`src/rtl/ym3438_pg_accum.sv`:
```
// YM3438 phase generator: forms a per-slot phase increment from the LFO-modulated fnum,
// block, detune and multiple, then updates a 24-slot time-multiplexed 20-bit phase accumulator.
module ym3438_pg_accum #(
    parameter int unsigned SLOTS   = 24,
    parameter int unsigned PHASE_W = 20
) (
    input  logic        MCLK,
    input  logic        IC,
    input  logic        slot_en,
    input  logic        sync,
    input  logic [11:0] fnum_lfo,
    input  logic [2:0]  block,
    input  logic [5:0]  dt_delta,
    input  logic [3:0]  multi,
    input  logic        kon,
    output logic [9:0]  phase_out,
    output logic [4:0]  out_slot,
    output logic        out_valid
);

    localparam int unsigned TAG_W   = 5;
    localparam int unsigned S1_W    = 17;
    localparam int unsigned SHIFT_W = 19;
    localparam int unsigned OUT_W   = 10;

    // Slot counter
    logic [TAG_W-1:0]   in_slot_q, in_slot_d;
    logic [TAG_W-1:0]   tag_c;

    // Stage 1: detuned, octave-shifted frequency
    logic               s1_vld_q, s1_vld_d;
    logic [S1_W-1:0]    s1_q, s1_d;
    logic [3:0]         s1_multi_q, s1_multi_d;
    logic               s1_kon_q, s1_kon_d;
    logic [TAG_W-1:0]   s1_tag_q, s1_tag_d;

    // Stage 2: phase increment after the multiple
    logic               s2_vld_q, s2_vld_d;
    logic [PHASE_W-1:0] s2_inc_q, s2_inc_d;
    logic               s2_kon_q, s2_kon_d;
    logic [TAG_W-1:0]   s2_tag_q, s2_tag_d;

    // Stage 3: accumulator memory and registered outputs
    logic [PHASE_W-1:0] phase_mem_q [SLOTS];
    logic [9:0]         phase_out_q, phase_out_d;
    logic [4:0]         out_slot_q, out_slot_d;
    logic               out_valid_q, out_valid_d;

    logic [SHIFT_W-1:0] shifted_c;
    logic [S1_W-1:0]    base_c;
    logic [S1_W-1:0]    dt_ext_c;
    logic [PHASE_W-1:0] inc_c;
    logic [PHASE_W-1:0] cur_phase_c;
    logic [PHASE_W-1:0] new_phase_c;
    logic               wr_en_c;

    // Datapath and next-state logic; every register holds unless slot_en is high
    always_comb begin
        in_slot_d   = in_slot_q;
        s1_vld_d    = s1_vld_q;
        s1_d        = s1_q;
        s1_multi_d  = s1_multi_q;
        s1_kon_d    = s1_kon_q;
        s1_tag_d    = s1_tag_q;
        s2_vld_d    = s2_vld_q;
        s2_inc_d    = s2_inc_q;
        s2_kon_d    = s2_kon_q;
        s2_tag_d    = s2_tag_q;
        phase_out_d = phase_out_q;
        out_slot_d  = out_slot_q;
        out_valid_d = out_valid_q;

        tag_c     = sync ? '0 : in_slot_q;
        shifted_c = SHIFT_W'(fnum_lfo) << block;
        base_c    = S1_W'(shifted_c >> 2);
        dt_ext_c  = {{(S1_W-6){dt_delta[5]}}, dt_delta};

        // multi==0 means a half multiple rather than a zero increment
        if (s1_multi_q == 4'd0) begin
            inc_c = PHASE_W'(s1_q >> 1);
        end else begin
            inc_c = PHASE_W'(s1_q) * PHASE_W'(s1_multi_q);
        end

        cur_phase_c = phase_mem_q[s2_tag_q];
        new_phase_c = s2_kon_q ? '0 : cur_phase_c + s2_inc_q;
        wr_en_c     = slot_en && s2_vld_q;

        if (slot_en) begin
            in_slot_d  = (tag_c == TAG_W'(SLOTS - 1)) ? '0 : tag_c + TAG_W'(1);

            s1_vld_d   = 1'b1;
            s1_d       = base_c + dt_ext_c;
            s1_multi_d = multi;
            s1_kon_d   = kon;
            s1_tag_d   = tag_c;

            s2_vld_d   = s1_vld_q;
            s2_inc_d   = inc_c;
            s2_kon_d   = s1_kon_q;
            s2_tag_d   = s1_tag_q;

            out_valid_d = s2_vld_q;
            if (s2_vld_q) begin
                phase_out_d = new_phase_c[PHASE_W-1 -: OUT_W];
                out_slot_d  = s2_tag_q;
            end
        end
    end

    // Pipeline and output registers
    always_ff @(posedge MCLK) begin
        if (IC) begin
            in_slot_q   <= '0;
            s1_vld_q    <= 1'b0;
            s1_q        <= '0;
            s1_multi_q  <= '0;
            s1_kon_q    <= 1'b0;
            s1_tag_q    <= '0;
            s2_vld_q    <= 1'b0;
            s2_inc_q    <= '0;
            s2_kon_q    <= 1'b0;
            s2_tag_q    <= '0;
            phase_out_q <= '0;
            out_slot_q  <= '0;
            out_valid_q <= 1'b0;
        end else begin
            in_slot_q   <= in_slot_d;
            s1_vld_q    <= s1_vld_d;
            s1_q        <= s1_d;
            s1_multi_q  <= s1_multi_d;
            s1_kon_q    <= s1_kon_d;
            s1_tag_q    <= s1_tag_d;
            s2_vld_q    <= s2_vld_d;
            s2_inc_q    <= s2_inc_d;
            s2_kon_q    <= s2_kon_d;
            s2_tag_q    <= s2_tag_d;
            phase_out_q <= phase_out_d;
            out_slot_q  <= out_slot_d;
            out_valid_q <= out_valid_d;
        end
    end

    // Phase memory: one entry written per enabled step
    always_ff @(posedge MCLK) begin
        if (IC) begin
            for (int i = 0; i < int'(SLOTS); i++) begin
                phase_mem_q[i] <= '0;
            end
        end else if (wr_en_c) begin
            phase_mem_q[s2_tag_q] <= new_phase_c;
        end
    end

    assign phase_out = phase_out_q;
    assign out_slot  = out_slot_q;
    assign out_valid = out_valid_q;

endmodule

```
`config.mk`:
```
export PLATFORM = sky130hd
export DESIGN_NAME = ym3438_pg_accum
export DESIGN_NICKNAME = d
export VERILOG_FILES = /design/src/rtl/ym3438_pg_accum.sv
export SDC_FILE = /design/constraint.sdc
export NUM_CORES = 1
export LEC_CHECK = 0
export ABC_AREA = 0
export BUFFER_PORTS_ARGS = -buffer_cell sky130_fd_sc_hd__buf_2
export CAP_MARGIN = 10
export CORE_ASPECT_RATIO = 0.9
export CORE_MARGIN = 3
export CORE_UTILIZATION = 50
export CTS_BUF_LIST = sky130_fd_sc_hd__clkbuf_4 sky130_fd_sc_hd__clkbuf_8 sky130_fd_sc_hd__clkbuf_16
export CTS_CLUSTER_DIAMETER = 200
export CTS_CLUSTER_SIZE = 8
export DETAILED_ROUTE_END_ITERATION = 8
export PLACE_DENSITY = 0.69
export SLEW_MARGIN = 0
export SYNTH_ARGS = -nofsm -noshare
export SYNTH_HDL_FRONTEND = slang
export SYNTH_SLANG_ARGS = --single-unit
```
`constraint.sdc`:
```
create_clock -name MCLK -period 6.3 [get_ports MCLK]
set_input_delay 1.26 -clock MCLK [delete_from_list [all_inputs] [get_ports MCLK]]
set_output_delay 1.26 -clock MCLK [all_outputs]
set_load 0.01 [all_outputs]
```
==> summary.json, run 1 <==
{
  "run_status": "finished clean",
  "post-cts-setup-buffer-count": 0,
  "grt_setup_unrepaired": "no",
  "fmax_mhz": 188,
  "most-common-layout-cells": "sky130_fd_sc_hd__edfxtp_1 (640), sky130_fd_sc_hd__nor2_1 (560), sky130_fd_sc_hd__mux4_2 (195)",
  "remaining_design_rule_violation_count": 0,
  "cp.arrival_ns": 5.68,
  "maxCapViolCount": 0,
  "yosysTopAreaCellShare": 0.561,
  "h-tree-depth": 3,
  "timing.hold.ws_ns": 0.456,
  "die_width_um": 282,
  "area.growth.synth_to_final_pct": 13.1,
  "power.leakage_nw": 14.2,
  "setup.worst_path.end_class": "register",
  "hold_viol": 0,
  "fp.dieH_um": 254,
  "gr-usage-all-layers": 0.256,
  "placedCellCount": 3353,
  "worst_pin_slew_ns": 1.08,
  "timing.reg2reg.setup_slack_ns": 0.98,
  "path_cells": "buf_4, mux4_2, mux4_2, mux2_2, ha_1, fa_1, a211o_1, o211ai_1, a21o_1, nand2_1, a21oi_1, xor2_2, buf_4, nor2_1",
  "firstDrtPassIters": 5,
  "path_class": "register to register",
  "grt_first_pass_wirelength_um": 136000,
  "skew_ns": 0.0251,
  "worst_ep_required_time_ns": 6.67,
  "vias_in_the_first_global_route": 21800,
  "insertion_delay_ns": 0.64,
  "n_fill_cell": 5117,
  "syn-instance-count": 2549,
  "syn_area_per_cell_sq_um": 13.4,
  "slowest_stage": "sky130_fd_sc_hd__dfxtp_4",
  "antenna-diode-count": 0,
  "finalMaxSlewViolations": 0,
  "drt_via_density": 6.21,
  "drt-initial-drc-count": 2844,
  "crit_fanout": 22,
  "post_cts_resized": 0,
  "cts_buffer_depth": 3,
  "grt_remaining_overflow": 0,
  "final_cell_count_no_fill": 3534,
  "cell_type_with_the_highest_aggregate_area_in_the_netlist": "sky130_fd_sc_hd__edfxtp_1",
  "cts_hold_buf": 0,
  "yosysWarningCount": 0,
  "power-per-cell-area_nw_per_um2": 301,
  "floorplan.initialDensity": 0.508,
  "detailedPlacementHpwl_um": 58500,
  "path_clk_slew_ns": 0.05,
  "ys_seq_elements": 721,
  "ys_types": 69,
  "slowest_delay_ns": 0.65,
  "drive_above_1_share": 0.222,
  "seq_area_frac_synth": 0.608,
  "synth.net_count": 2670,
  "min_path_type": "register to register",
  "leading_post_synthesis_cells_by_cell_area": "sky130_fd_sc_hd__edfxtp_1 (56%), sky130_fd_sc_hd__mux4_2 (13%), sky130_fd_sc_hd__nor2_1 (6.2%), sky130_fd_sc_hd__dfxtp_1 (4.7%), sky130_fd_sc_hd__ha_1 (2.2%)",
  "top_level_ports": 46,
  "start_kind": "register",
  "number_of_clock_sinks": 721,
  "synth_async_sr_flop_share": 0,
  "worst_ir_drop_vdd_v": 0.000189,
  "final_wtd_congestion": 0.915,
  "cts_made_buffers": 100,
  "clock_tree_from_tritoncts": "yes",
  "grt_antenna_before_repair": 2,
  "finalCritPeriodShare": 0.844,
  "io_buffers": 45,
  "wl_um": 90800,
  "setup-tns-final_ns": 0,
  "grt_start_max_net_pins": 69,
  "clock_tree.root_cell": "sky130_fd_sc_hd__clkbuf_16",
  "synth_enable_flop_cells": 640,
  "slew_headroom": 0.279,
  "synth_top_flop_cell": "sky130_fd_sc_hd__edfxtp_1",
  "post_synth_instance_area_sq_um": 34300,
  "wl_per_cell_um": 25.7,
  "detail-route-antenna-nets": 0,
  "layout_commonest_cell": "sky130_fd_sc_hd__edfxtp_1",
  "die_area_sq_um": 71700,
  "ff_latch_area_sq_um": 20900,
  "multi_input_area_sq_um": 12400,
  "vias": 21900,
  "final-setup-viol-count": 0,
  "placement_rows": 90,
  "design.core.area_sq_um": 67500,
  "num-nets-final": 2702,
  "finalCriticalPeriod_ns": 5.32
}
## per-layer routing
| layer | wire (um) | share of wire | vias to the layer above | GRT usage |
|---|---|---|---|---|
| li1 | - | - | 9373 | - |
| met1 | 37000 | 0.41 | 11100 | 0.375 |
| met2 | 40700 | 0.45 | 1269 | 0.380 |
| met3 | 10600 | 0.12 | 180 | 0.0654 |
| met4 | 2510 | 0.028 | 2 | 0.0791 |
| met5 | 12 | 0.00013 | - | 0 |
## area by class of cell
type,instances,share of cell area
clock buffer,176,0.0806
timing repair buffer,130,0.0240
sequential,721,0.538
multi-input combinational,1538,0.319
clock inverter,5,0.00152
inverter,90,0.00871
tap,874,0.0282
## worst max-delay path: cells and delay by family, from the launching register on
kind,cells,cell delay [ns]
AOI/OAI and AO/OA,4,0.98
xor gates and xnor gates,1,0.54
adders and majority gates,2,0.68
buffers and inverters,2,0.66
DFF,1,0.65
muxes,3,1.31
and+or+nand+nor,2,0.21
## cell usage after synthesis (all sizes together), types with 31 or more instances
library cell  instances
a21oi                52
and2                 50
buf                  38
clkbuf              162
dfxtp                81
edfxtp              640
fa                   32
ha                   59
inv                  89
mux2i                36
mux4                195
nand2               135
nand2b               48
nor2                568
o21ai                59
or2                  31
## registers in the layout (all words and copies together) (netlist names), named ones only
name and flops:
out_slot 5, s1_multi_q 4, s1_kon_q 1, phase_out 10, s1_tag_q 5, s2_kon_q 1, out_valid 1, in_slot_q 5
s1_q 17, s1_vld_q 1, s2_inc_q 20, s2_tag_q 5, s2_vld_q 1, phase_mem_q 640
## report_power, final
| group | switching, mW | internal, mW |
|---|---|---|
| Combinational | 0.611 | 0.279 |
| Clock | 1.97 | 3.34 |
| Sequential | 0.0897 | 5.38 |
## metrics by stage
stage	setup slack, ns	utilization	total power, mW	instance area [sq um]
6_report	0.985	0.575	11.7	38800
5_1_grt	0.667	0.575	12.0	38800
4_1_cts	0.958	0.575	11.7	38800
3_5_place_dp	0.995	0.528	6.43	35600
3_3_place_gp	1.03	0.528	6.40	35600
2_1_floorplan	1.31	-	6.11	34300
## cell families after synthesis
family | Yosys count | synth area share
buffers and inverters | 290 | 0.0332
multiplexers | 257 | 0.147
AO/OA/AOI/OAI | 239 | 0.0461
XOR/XNOR | 32 | 0.00872
adder cells (fa/ha/maj) | 91 | 0.0402
flip-flops | 721 | 0.608
AND/OR/NAND/NOR | 919 | 0.116
## worst paths after layout
kind / end / cells after the start / startpoint
min reg2reg: phase_out[6] / 2 / phase_out[6]
max: phase_mem_q[5][12] / 14 / register
min: phase_out[6] / 2 / phase_out[6]
max reg2reg: phase_mem_q[5][12] / 14 / register
Power figures use the tool's default switching activity.
==> run 2, diff against run 1 <==
- PLACE_DENSITY: 0.69 -> 0.71
- clock period: 6.3 -> 4.5 ns (I/O delays scaled with it)
==> summary.json, run 2 (synthesis gave the netlist of run 1 again) <==
{
  "timing.critical_path.depth": {"value": 16, "change": "was 14"},
  "h-tree-depth": {"value": 3, "change": "unchanged"},
  "gr-usage-all-layers": {"value": 0.249, "change": "was 0.256"},
  "setup_slack": {"value": 0.0367, "unit": "ns", "change": "was 0.985 ns"},
  "firstDrtPassIters": {"value": 8, "change": "was 5"},
  "critical_path.reg2reg.endpoint": {"value": "phase_mem_q[24][18]", "change": "was phase_mem_q[5][12]"},
  "placedCellCount": {"value": 3422, "change": "was 3,353"},
  "path_buf_inv": {"value": 5, "change": "was 2"},
  "placed_cell_area": {"value": 36400, "unit": "sq um", "change": "was 35,600 sq um"},
  "skew": {"value": 0.0474, "unit": "ns", "change": "was 0.0251 ns"},
  "cp_common_cell": "sky130_fd_sc_hd__buf_4",
  "drive_above_1_share": {"value": 0.260, "change": "was 0.222"},
  "design.core.area": {"value": 67500, "unit": "sq um", "change": "unchanged"},
  "crit_end": {"value": "phase_mem_q[24][18]", "change": "was phase_mem_q[5][12]"},
  "cts_buffer_depth": {"value": 3, "change": "unchanged"},
  "final_cell_area": {"value": 40200, "unit": "sq um", "change": "was 38,800 sq um"},
  "worst_ir_drop_vdd": {"value": 0.000301, "unit": "V", "change": "was 0.000189 V"},
  "power.leakage": {"value": 14.8, "unit": "nW", "change": "was 14.2 nW"},
  "number_of_clock_sinks": {"value": 721, "change": "unchanged"},
  "final-setup-viol-count": {"value": 0, "change": "unchanged"},
  "insertion_delay": {"value": 0.66, "unit": "ns", "change": "was 0.64 ns"},
  "dp_slack": {"value": -0.0665, "unit": "ns", "change": "was 0.995 ns"},
  "drt-initial-drc-count": {"value": 2679, "change": "was 2,844"},
  "slew_headroom": {"value": 0.201, "change": "was 0.279"},
  "layout_commonest_cell": {"value": "sky130_fd_sc_hd__edfxtp_1", "change": "unchanged"},
  "placement_rows": {"value": 90, "change": "unchanged"},
  "io_buffers": {"value": 45, "change": "unchanged"},
  "top_level_ports": {"value": 46, "change": "unchanged"},
  "detail-route-antenna-nets": {"value": 0, "change": "unchanged"},
  "drt_via_density": {"value": 6.17, "change": "was 6.21"},
  "timing.reg2reg.setup_slack": {"value": 0.04, "unit": "ns", "change": "was 0.98 ns"},
  "power-per-cell-area": {"value": 402, "unit": "nW/um^2", "change": "was 301 nW/um^2"},
  "detailedPlacementHpwl": {"value": 58200, "unit": "um", "change": "was 58,500 um"},
  "remaining_design_rule_violation_count": {"value": 0, "change": "unchanged"},
  "worst_ep_required_time": {"value": 4.88, "unit": "ns", "change": "was 6.67 ns"},
  "finalCritPeriodShare": {"value": 0.992, "change": "was 0.844"},
  "final_wtd_congestion": {"value": 0.887, "change": "was 0.915"},
  "wl": {"value": 90100, "unit": "um", "change": "was 90,800 um"},
  "run_status": {"value": "finished clean", "change": "unchanged"},
  "path_clk_slew": {"value": 0.06, "unit": "ns", "change": "was 0.05 ns"},
  "vias": {"value": 22300, "change": "was 21,900"},
  "path_class": {"value": "register to register", "change": "unchanged"},
  "largest_register": {"value": "phase_mem_q", "change": "unchanged"},
  "slowest_delay": {"value": 0.50, "unit": "ns", "change": "was 0.65 ns"},
  "reg2regPathDepth": {"value": 16, "change": "was 14"},
  "maxCapViolCount": {"value": 0, "change": "unchanged"},
  "crit_fanout": {"value": 12, "change": "was 22"},
  "worst_path_dominant_cell_family": {"value": "multiplexers", "change": "unchanged"},
  "fmax": {"value": 224, "unit": "MHz", "change": "was 188 MHz"},
  "grt_antenna_before_repair": {"value": 0, "change": "was 2"},
  "fp.dieH": {"value": 254, "unit": "um", "change": "unchanged"},
  "antenna-diode-count": {"value": 0, "change": "unchanged"},
  "hold_viol": {"value": 0, "change": "unchanged"},
  "die_width": {"value": 282, "unit": "um", "change": "unchanged"},
  "finalCoreUtilization": {"value": 0.596, "change": "was 0.575"},
  "multi_input_area": {"value": 12700, "unit": "sq um", "change": "was 12,400 sq um"},
  "grt_start_max_net_pins": {"value": 47, "change": "was 69"},
  "start_kind": {"value": "register", "change": "unchanged"},
  "vias_in_the_first_global_route": {"value": 22000, "change": "was 21,800"},
  "path_cells": {"value": "buf_4, buf_4, clkbuf_16, mux4_2, mux4_2, mux2_2, ha_4, or4_4, o2111ai_1, a21o_1, a2111o_1, a21oi_2, nor3_4, buf_12, nor2_1, buf_4", "change": "was buf_4, mux4_2, mux4_2, mux2_2, ha_1, fa_1, a211o_1, o211ai_1, a21o_1, nand2_1, a21oi_1, xor2_2, buf_4, nor2_1"},
  "area.growth.synth_to_final": {"value": 17.4, "unit": "%", "change": "was 13.1%"},
  "clock_tree_from_tritoncts": {"value": "yes", "change": "unchanged"},
  "n_fill_cell": {"value": 4961, "change": "was 5,117"},
  "grt_remaining_overflow": {"value": 0, "change": "unchanged"},
  "clock_tree.root_cell": {"value": "sky130_fd_sc_hd__clkbuf_16", "change": "unchanged"},
  "num-nets-final": {"value": 2809, "change": "was 2,702"},
  "total_power": {"value": 16.2, "unit": "mW", "change": "was 11.7 mW"},
  "finalMaxSlewViolations": {"value": 0, "change": "unchanged"},
  "ff_latch_area": {"value": 20900, "unit": "sq um", "change": "unchanged"},
  "most-common-layout-cells": {"value": "sky130_fd_sc_hd__edfxtp_1 (640), sky130_fd_sc_hd__nor2_1 (550), sky130_fd_sc_hd__mux4_2 (195)", "change": "was sky130_fd_sc_hd__edfxtp_1 (640), sky130_fd_sc_hd__nor2_1 (560), sky130_fd_sc_hd__mux4_2 (195)"},
  "grt_setup_unrepaired": {"value": "yes", "change": "was no"},
  "cts_made_buffers": {"value": 100, "change": "unchanged"},
  "die_area": {"value": 71700, "unit": "sq um", "change": "unchanged"},
  "grt_first_pass_wirelength": {"value": 134000, "unit": "um", "change": "was 136,000 um"},
  "largest_registers": {"value": "phase_mem_q (640), s2_inc_q (20), s1_q (17)", "change": "unchanged"},
  "cp.arrival": {"value": 4.85, "unit": "ns", "change": "was 5.68 ns"},
  "setup.worst_path.end_class": {"value": "register", "change": "unchanged"},
  "floorplan.initialDensity": {"value": 0.508, "change": "unchanged"},
  "largest_register_ffs": {"value": 640, "change": "unchanged"},
  "finalCriticalPeriod": {"value": 4.46, "unit": "ns", "change": "was 5.32 ns"},
  "final_cell_count_no_fill": {"value": 3612, "change": "was 3,534"},
  "slowest_stage": {"value": "sky130_fd_sc_hd__mux4_2", "change": "was sky130_fd_sc_hd__dfxtp_4"},
  "wl_per_cell": {"value": 24.9, "unit": "um", "change": "was 25.7 um"},
  "min_path_type": {"value": "register to register", "change": "unchanged"},
  "worst_pin_slew": {"value": 1.19, "unit": "ns", "change": "was 1.08 ns"}
}
## run 2: layout make-up
| type | instances | area share |
|---|---|---|
| clock buffer | 148 | 0.0716 |
| clock inverter | 4 | 0.00159 |
| inverter | 90 | 0.00840 |
| multi-input combinational | 1538 | 0.315 |
| sequential | 721 | 0.518 |
| tap | 874 | 0.0272 |
| timing repair buffer | 237 | 0.0579 |
## run 2: metal layers
metal  wire (um)  up-vias  GRT usage
met5           0        -          0
li1            -     9564          -
met4        2320        0     0.0779
met2       42300     1263      0.386
met3        9240      160     0.0481
met1       36200    11300      0.359
## run 2: worst reg2reg max path: cells and delay by family, from the launching register on
family	cells	cell delay, ns
muxes	3	1.33
buffers and inverters	5	0.82
adders and majority gates	1	0.23
DFF	1	0.41
AOI/OAI and AO/OA	4	0.65
and+or+nand+nor	3	0.76
## run 2: worst min path at each step
stage,from,end,slack (ns),depth (start not counted)
final,phase_out[7],phase_out[7],0.45,2
after global routing,phase_out[7],phase_out[7],0.47,2
after CTS,phase_out[7],phase_out[7],0.45,2
after detailed placement,phase_out[7],phase_out[7],0.44,2
after global placement,phase_out[6],phase_out[6],0.44,2
after floorplan,s2_inc_q[16],s2_inc_q[16],0.43,2
## run 2: repair_timing
| action | CTS | global route |
|---|---|---|
| gates cloned | 1 | 7 |
| setup buffers | 1 | 29 |
| resized for setup | 5 | 67 |
| pin swaps | 3 | 12 |
| setup endpoints to repair | 112 | 320 |
| hold buffers | 0 | 0 |
## run 2: power breakdown
group          total, mW  leakage [nW]  internal [mW]  switching, mW
registers           7.64          7.02           7.53          0.110
logic               1.47          6.26          0.552          0.919
clock network       7.06          1.49           4.36           2.70
## run 2: per-stage QoR
step,hold slack [ns],setup TNS [ns]
floorplan,0.432,0
finish,0.449,0
global route,0.469,-1.77
detailed placement,0.439,-0.963
global placement,0.440,0
CTS,0.450,-0.304
